## src/rtl/fp16_sfu_pkg.sv

```systemverilog
// Shared FP16 definitions for the special-function pipeline.
// Field widths, classification and inter-stage bundles.
package fp16_sfu_pkg;

    localparam int EXP_W  = 5;
    localparam int MAN_W  = 10;
    localparam int SIG_W  = MAN_W + 1;
    localparam int PROD_W = 2 * SIG_W;
    localparam int BIAS   = 15;
    localparam int EXP_MAX = 31;
    localparam logic [15:0] QNAN = 16'h7E00;

    typedef struct packed {
        logic             is_zero;
        logic             is_inf;
        logic             is_nan;
        logic             sign;
        logic [EXP_W-1:0] exp;
        logic [SIG_W-1:0] man;
    } fp16_class_t;

    typedef enum logic [1:0] {
        SP_NONE,
        SP_NAN,
        SP_INF,
        SP_ZERO
    } special_t;

    typedef struct packed {
        special_t          sp;
        logic              sign;
        logic signed [6:0] exp;
        logic [SIG_W-1:0]  ma;
        logic [SIG_W-1:0]  mr;
    } s1_t;

    typedef struct packed {
        special_t          sp;
        logic              sign;
        logic signed [6:0] exp;
        logic [PROD_W-1:0] prod;
    } s2_t;

    // Exponent field 0 is treated as zero: subnormals are flushed.
    function automatic fp16_class_t classify(input logic [15:0] x);
        fp16_class_t c;
        c.sign    = x[15];
        c.exp     = x[14:10];
        c.is_zero = (x[14:10] == '0);
        c.is_inf  = (&x[14:10]) && (x[9:0] == '0);
        c.is_nan  = (&x[14:10]) && (|x[9:0]);
        c.man     = {1'b1, x[9:0]};
        return c;
    endfunction

endpackage

```

## src/rtl/fp16_mant_mul.sv

```systemverilog
// Unsigned 11x11 significand multiplier, combinational.
module fp16_mant_mul
    import fp16_sfu_pkg::*;
(
    input  logic [SIG_W-1:0]  a,
    input  logic [SIG_W-1:0]  b,
    output logic [PROD_W-1:0] p
);

    assign p = {{(PROD_W-SIG_W){1'b0}}, a} * {{(PROD_W-SIG_W){1'b0}}, b};

endmodule

```

## src/rtl/fp16_recip_mul_pipe.sv

```systemverilog
// Three-stage elastic FP16 multiply of a dividend by a reciprocal.
// Each stage advances when empty or when its successor advances.
module fp16_recip_mul_pipe
    import fp16_sfu_pkg::*;
#(
    parameter int TAG_W = 4
) (
    input  logic             clk_i,
    input  logic             rst_i,
    input  logic [15:0]      a_i,
    input  logic [15:0]      recip_i,
    input  logic [TAG_W-1:0] tag_i,
    input  logic             valid_i,
    output logic             ready_o,
    output logic [15:0]      result_o,
    output logic [TAG_W-1:0] tag_o,
    output logic [2:0]       flags_o,
    output logic             valid_o,
    input  logic             ready_i
);

    logic v1, v2, v3;
    logic adv1, adv2, adv3;
    s1_t  s1_d, s1_q;
    s2_t  s2_d, s2_q;
    logic [TAG_W-1:0] tag1, tag2, tag3;
    logic [15:0] res_d, res_q;
    logic [2:0]  flags_d, flags_q;
    fp16_class_t ca, cr;
    logic [PROD_W-1:0] prod;

    assign adv3    = !v3 || ready_i;
    assign adv2    = !v2 || adv3;
    assign adv1    = !v1 || adv2;
    assign ready_o = adv1;

    always_comb begin
        ca = classify(a_i);
        cr = classify(recip_i);
        s1_d.sign = ca.sign ^ cr.sign;
        s1_d.exp  = $signed({2'b00, ca.exp}) + $signed({2'b00, cr.exp})
                  - $signed(7'(BIAS));
        s1_d.ma   = ca.man;
        s1_d.mr   = cr.man;
        if (ca.is_nan || cr.is_nan || (ca.is_inf && cr.is_zero) ||
            (ca.is_zero && cr.is_inf))
            s1_d.sp = SP_NAN;
        else if (ca.is_inf || cr.is_inf)
            s1_d.sp = SP_INF;
        else if (ca.is_zero || cr.is_zero)
            s1_d.sp = SP_ZERO;
        else
            s1_d.sp = SP_NONE;
    end

    fp16_mant_mul u_mul (
        .a (s1_q.ma),
        .b (s1_q.mr),
        .p (prod)
    );

    always_comb begin
        s2_d.sp   = s1_q.sp;
        s2_d.sign = s1_q.sign;
        s2_d.exp  = s1_q.exp;
        s2_d.prod = prod;
    end

    logic              n, guard, sticky, round_up;
    logic [MAN_W-1:0]  frac;
    logic [MAN_W:0]    frac_r;
    logic signed [6:0] e_fin;

    always_comb begin
        n        = s2_q.prod[21];
        frac     = n ? s2_q.prod[20:11] : s2_q.prod[19:10];
        guard    = n ? s2_q.prod[10] : s2_q.prod[9];
        sticky   = n ? (|s2_q.prod[9:0]) : (|s2_q.prod[8:0]);
        round_up = guard && (sticky || frac[0]);
        frac_r   = {1'b0, frac} + {{MAN_W{1'b0}}, round_up};
        // A rounding carry leaves frac_r[9:0] zero and bumps the exponent.
        e_fin    = $signed(s2_q.exp) + $signed({6'b0, n})
                 + $signed({6'b0, frac_r[MAN_W]});
        res_d    = '0;
        flags_d  = '0;
        unique case (s2_q.sp)
            SP_NAN: begin
                res_d   = QNAN;
                flags_d = 3'b100;
            end
            SP_INF:  res_d = {s2_q.sign, 5'h1F, 10'h000};
            SP_ZERO: res_d = {s2_q.sign, 15'h0000};
            default: begin
                if (e_fin >= 7'sd31) begin
                    res_d   = {s2_q.sign, 5'h1F, 10'h000};
                    flags_d = 3'b010;
                end else if (e_fin <= 7'sd0) begin
                    res_d   = {s2_q.sign, 15'h0000};
                    flags_d = 3'b001;
                end else begin
                    res_d = {s2_q.sign, e_fin[4:0], frac_r[MAN_W-1:0]};
                end
            end
        endcase
    end

    always_ff @(posedge clk_i or posedge rst_i) begin
        if (rst_i) begin
            v1      <= 1'b0;
            v2      <= 1'b0;
            v3      <= 1'b0;
            s1_q    <= '0;
            s2_q    <= '0;
            tag1    <= '0;
            tag2    <= '0;
            tag3    <= '0;
            res_q   <= '0;
            flags_q <= '0;
        end else begin
            if (adv1) begin
                v1   <= valid_i;
                s1_q <= s1_d;
                tag1 <= tag_i;
            end
            if (adv2) begin
                v2   <= v1;
                s2_q <= s2_d;
                tag2 <= tag1;
            end
            if (adv3) begin
                v3      <= v2;
                res_q   <= res_d;
                flags_q <= flags_d;
                tag3    <= tag2;
            end
        end
    end

    assign valid_o  = v3;
    assign result_o = res_q;
    assign tag_o    = tag3;
    assign flags_o  = flags_q;

endmodule

```

## config.mk

```make
export PLATFORM = sky130hd
export DESIGN_NAME = fp16_recip_mul_pipe
export DESIGN_NICKNAME = d
export VERILOG_FILES = /design/src/rtl/fp16_sfu_pkg.sv /design/src/rtl/fp16_mant_mul.sv /design/src/rtl/fp16_recip_mul_pipe.sv
export SDC_FILE = /design/constraint.sdc
export NUM_CORES = 1
export LEC_CHECK = 0
export ABC_AREA = 0
export CORE_ASPECT_RATIO = 0.7
export CORE_MARGIN = 8
export CORE_UTILIZATION = 55
export CTS_CLUSTER_DIAMETER = 60
export DETAILED_ROUTE_END_ITERATION = 8
export PLACE_DENSITY = 0.8
export SLEW_MARGIN = 20
export SYNTH_ARGS = -nofsm -noshare
export SYNTH_HDL_FRONTEND = slang
export SYNTH_SLANG_ARGS = --single-unit
```

## constraint.sdc

```tcl
create_clock -name clk_i -period 4.7 [get_ports clk_i]
set_input_delay 0.705 -clock clk_i [delete_from_list [all_inputs] [get_ports clk_i]]
set_output_delay 0.705 -clock clk_i [all_outputs]
set_load 0.01 [all_outputs]
```

* Word level (Yosys, flattened, before mapping)
Index checks and enable logic that the tools add are counted.
** Operators by class
- $add $sub $neg :: 5
- Multiply operators :: 1
- $lt $le $gt $ge :: 2
- Equality and inequality tests :: 3
- Mux-type cells :: 12
- Bitwise gates (word level) :: 1
- Reductions and logical operators :: 30
** Operators with widths (count)
- one-hot mux 16 bit (3 select lines) :: 1
- two-way mux 15 bit :: 2
- OR reduction 10 bit :: 3
- multiplier 11 x 11 -> 22 bit :: 1
- zero test 10 bit :: 2
- adder 7 x 2 -> 7 bit :: 2
- adder 10 x 1 -> 11 bit :: 1
- zero test 5 bit :: 2
- two-way mux 10 bit :: 1
- AND reduction 5 bit :: 2
- logical OR 1 bit :: 9
- OR reduction 9 bit :: 1
- two-way mux 2 bit :: 4
- >= comparator 7 x 6 -> 1 bit (second input constant) :: 1
- less-or-equal comparator 7 x 1 -> 1 bit (second input constant) :: 1
- logical AND 1 bit :: 7
- subtractor 6 x 4 -> 7 bit (second input constant) :: 1
- adder 5 x 5 -> 6 bit :: 1
- one-hot mux 3 bit (2 select lines) :: 1
- == test 2 bit (second input constant) :: 2
- zero test 1 bit :: 3
- two-way mux 1 bit :: 3
- == test 2 x 1 -> 1 bit (second input constant) :: 1
- OR reduction 2 bit :: 1
- XOR 1 bit :: 1
** Storage, ports and cells
- Flip-flop bits (word level) :: 98
- Output and inout bits :: 25
- Word-level logic and storage cells :: 71

* Logic depth before layout (Yosys ltp)
Gate-level depths: netlist of the first run.
- Depth after elaboration :: 10
- Mapped depth :: 19
- Mapped depth without buffers :: 18

* Modules after synthesis
Synthesis of the first run repeated with hierarchy kept, for this count alone.
** Unflattened totals
- Cells, all modules :: 970
- Area total of the unflattened synthesis :: 8826.0 um^2
** By module, submodules not included
- fp16_recip_mul_pipe :: instances 1, cells an instance 461, area an instance 4657.0 um^2, sequential area each 2427.3 um^2
- fp16_mant_mul :: instances 1, cells an instance 509, area an instance 4169.0 um^2, sequential area each 0.0 um^2

* Worst setup path after synthesis of the first run
Ideal clock, no wire load.
- Path type :: register to register
- Start :: register s1_q[21] (netlist bit)
- End :: register s2_q, in the netlist n
- Library setup time :: 138 ps
- Arrival :: 4851 ps
- Data required time :: 4562 ps
- Setup slack :: -288 ps
- Stages on the path, launching flop included :: 18
- Path buffers :: 1
- Path through :: dfrtp_1 clkbuf_1 nand2_1 fa_1 fa_1 inv_1 fa_1 fa_1 inv_1 fa_1 inv_1 ha_1 o21a_1 o211ai_1 o211ai_1 o31a_1 mux2i_1 o22ai_1
** On the way
- Longest elaborated chain between the ends :: 1
** Ends and longest elaborated chain
- start, declared :: line fp16_recip_mul_pipe.sv:24 : s1_t s1_d, s1_q;
- start signal, assigned :: line fp16_recip_mul_pipe.sv:112 : s1_q <= '0;
- start signal, assigned :: line fp16_recip_mul_pipe.sv:122 : s1_q <= s1_d;
- multiplier 11 x 11 -> 22 bit :: line fp16_mant_mul.sv:10 : assign p = {{(PROD_W-SIG_W){1'b0}}, a} * {{(PROD_W-SIG_W){1'b0}}, b};
- end signal, assigned :: line fp16_recip_mul_pipe.sv:113 : s2_q <= '0;
- end signal, assigned :: line fp16_recip_mul_pipe.sv:127 : s2_q <= s2_d;
- end, declared :: line fp16_recip_mul_pipe.sv:25 : s2_t s2_d, s2_q;
No other way between the ends.
A chain may end at the register's enable or synchronous reset.

* Worst setup path after layout of the first run
- Start :: register s1_q[2] (netlist bit)
- End :: register s2_q, in the netlist n
Same word-level chain as after synthesis.

==> reports/qor.csv, run 1 <==
stage;metric;value;unit
sta;worst_slew_pin_slew;946;ps
grt;grt_pass1_vias;7412;
logic_synthesis;syn_inst;952;
sta;rsz0062_at_grt;yes;
sta;hold_violations;0;
floorplan;die_h;121;um
logic_synthesis;yosysSeqAreaShare;27.8;%
sta;period_share;103;%
floorplan;core_area;15500;sq um
logic_synthesis;yosys_warnings;0;
final_layout;seqCellArea;2450;sq um
flow_run;drv_cap;0;
routing;vias;7160;
logic_synthesis;ys_async_sr_fraction;100;%
setup_path;crit_fanout;4;
cts;clk_path_buf_depth;2;
setup_path;end_kind;flop;
setup_path;arrival;5070;ps
setup_path;cp-start-kind;flop;
cts;ctsHoldBuffers;0;
cts;clk_latency;360;ps
setup_path;worstReg2RegStart;s1_q[2];
sta;slew_headroom;36.9;%
final_layout;nets;1279;
routing;drt_pass1_iterations;4;
final_layout;area_delta_synth_final;25.9;%
final_layout;mostFrequentLayoutCell;nand2_1;
logic_synthesis;ys_ff_latch;97;
outcome;violations;setup timing;
outcome;status;finished with violations;
sta;min_period;4840;ps
final_layout;final_cell_mix;nand2_1, inv_1, buf_4;
sta;skew;12.9;ps
routing;drc;0;
logic_synthesis;ys_types;61;
grt;grt.overflow.total;0;
grt;grt_usage;21.4;%
final_layout;antennaDiodeCount;0;
grt;grt_max_degree;78;
cts;cts_tree;built;
min_path;hold_class;flop to flop;
logic_synthesis;synth.avg_cell_area;9.18;sq um
setup_path;cp.required;4930;ps
final_layout;finalInstanceArea;11000;sq um
min_path;holdPathStages;2;
cts;cts_root_buffer;clkbuf_16;
cts;clk_pin_slew;80;ps
setup_path;reg2regPathDepth;18;
min_path;worstHoldEndpoint;tag2[0];
setup_path;critPathKind;flop to flop;
cts;numCtsBuffers;9;
floorplan;die_w;167;um
placed_design;gp_routability_congestion;0.946;
logic_synthesis;synth_edf_count;0;
final_layout;fillCellCount;1090;
setup_path;rrSetupSlack;-140;ps
sta;maxSlewViolCount;0;
placed_design;io_buffers;64;
cts;htree_num_levels;3;
placed_design;postPlaceCellArea;10100;sq um
placed_design;placedCellCount;1244;
final_layout;multiInputGateArea;6080;sq um
routing;wl_per_cell;16.8;um
grt;antenna_found_initial;0;
setup_path;reg2reg_to;n;
routing;first_iter_violations;515;
routing;antenna_left;0;
min_path;min_from;tag2[0];
logic_synthesis;netlist_area;8740;sq um
grt;grt_pass1_wl;35.7;mm
logic_synthesis;synthesis.nets;1149;
floorplan;ios;65;
floorplan;start_util;56.2;%
floorplan;rows;38;
routing;via_per_inst;5.56;
routing;totalWireLength;21.6;mm
cts;clock_sink_count;97;
sta;setup_viol;8;
sta;hold_ws;471;ps
placed_design;dp_hpwl;15.7;mm
logic_synthesis;synthFlopType;dfrtp_1;
final_layout;instances_no_fill;1287;
final_layout;layout-drive-gt1-share;22.2;%
sta;fin_ws;-139;ps
sta;max_freq;207;MHz
floorplan;die_area;20300;sq um
placed_design;pre_cts_ws;-284;ps
## Yosys cell counts (3+ instances only)
| cell | number | area share [%] |
|---|---|---|
| nor2b_1 | 4 | 0.29 |
| a31oi_1 | 4 | 0.29 |
| nor4_1 | 5 | 0.36 |
| buf_2 | 4 | 0.23 |
| mux2i_1 | 7 | 0.80 |
| and3_1 | 6 | 0.43 |
| o21ai_0 | 17 | 0.97 |
| o211ai_1 | 6 | 0.52 |
| a21o_1 | 10 | 0.86 |
| nand3b_1 | 3 | 0.26 |
| nand4_1 | 6 | 0.43 |
| mux2_2 | 30 | 3.9 |
| clkbuf_1 | 37 | 1.6 |
| fa_1 | 82 | 19 |
| nand2b_1 | 12 | 0.86 |
| nand2_1 | 168 | 7.2 |
| a22o_1 | 6 | 0.60 |
| nor3_1 | 12 | 0.69 |
| o21bai_1 | 3 | 0.26 |
| a211oi_1 | 4 | 0.34 |
| nor2_1 | 34 | 1.5 |
| nor3b_1 | 3 | 0.26 |
| xor2_1 | 9 | 0.90 |
| o22ai_1 | 6 | 0.43 |
| nand3_1 | 16 | 0.92 |
| xnor2_1 | 13 | 1.3 |
| a21oi_1 | 41 | 2.3 |
| dfrtp_1 | 97 | 28 |
| o21ai_1 | 4 | 0.23 |
| inv_1 | 120 | 5.2 |
| o31ai_1 | 6 | 0.52 |
| and2_1 | 61 | 4.4 |
| a21boi_0 | 3 | 0.26 |
| ha_1 | 75 | 11 |
| o21a_1 | 5 | 0.43 |
| buf_4 | 3 | 0.26 |
## what timing repair did
action | CTS | global route
buffers inserted | 22 | 5
setup endpoints to repair | 10 | 12
pin swaps | 50 | 48
gates resized for setup | 57 | 48
## layer usage
layer	GRT usage [%]	vias to the layer above	wire length (um)
met5	0	-	0
met1	28.9	3544	9780
met3	5.52	31	1300
li1	-	3361	-
met2	34.4	224	10300
met4	4.77	0	226
## critical path, stage by stage, from the launching register on
cell      delay, ps
dfrtp_2         440
buf_6           120
nand2_4          40
fa_1            570
fa_1            470
fa_1            540
inv_2            40
fa_1            470
inv_1            40
fa_1            480
inv_2            40
ha_4            210
o21a_1          170
o211ai_1        340
buf_4           200
a21oi_2          50
o31a_1          280
mux2i_1         120
o22ai_1          80
## logic make-up (layout without fill, tap and decap cells)
family / after synthesis / after routing / share of synthesized area [%]
fa+ha+maj: 157 / 157 / 29.5
mux: 37 / 37 / 4.67
flops: 97 / 97 / 27.8
compound gates: 133 / 133 / 9.99
xor+xnor: 22 / 22 / 2.20
buf+inv: 164 / 299 / 7.23
simple gates: 342 / 342 / 18.6
## stage by stage
stage,setup TNS [ps],utilization (%)
final,-763,70.8
after global routing,-1990,70.8
after CTS,-5.60,69.2
after detailed placement,-1290,64.7
after global placement,-500,64.7
after floorplan,0,-
## cell type report
cell class	count	area share [%]
multi-input cells	691	55.2
flip-flops and latches	97	22.2
repair buffers	163	13.5
inverters	120	4.11
well taps	200	2.27
clock buffers	9	2.05
clock inverters	7	0.670
## registers in the layout, indices dropped and copies added, names as in the netlist
name	flops
tag1	4
s1_q	31
flags_o	3
s2_q	31
result_o	16
v2	1
tag2	4
v1	1
valid_o	1
n	1
tag_o	4
## how the worst max path moves through the flow
stage	start	endpoint	cells after the start
detailed placement	s1_q[13]	s2_q[17]	16
finish	s1_q[2]	n	18
global placement	s1_q[13]	s2_q[17]	16
global route	s1_q[18]	s2_q[17]	16
CTS	s1_q[18]	n	17
floorplan	s1_q[13]	n	17
Power of run 1 is not shown: default switching activity piles up to over one toggle a cycle in this logic, so the estimate is an artifact.
==> run 2, diff against run 1 <==
--- a/config.mk
+++ b/config.mk
@@ -5,7 +5,7 @@
 export SDC_FILE = /design/constraint.sdc
 export NUM_CORES = 1
 export LEC_CHECK = 0
-export ABC_AREA = 0
+export ABC_CLOCK_PERIOD_IN_PS = 4700
 export CORE_ASPECT_RATIO = 0.7
 export CORE_MARGIN = 8
 export CORE_UTILIZATION = 55
==> results of run 2 <==
The final DEF is identical to that of run 1; final timing and power are the same.
Power of run 2 is left out for the same reason.
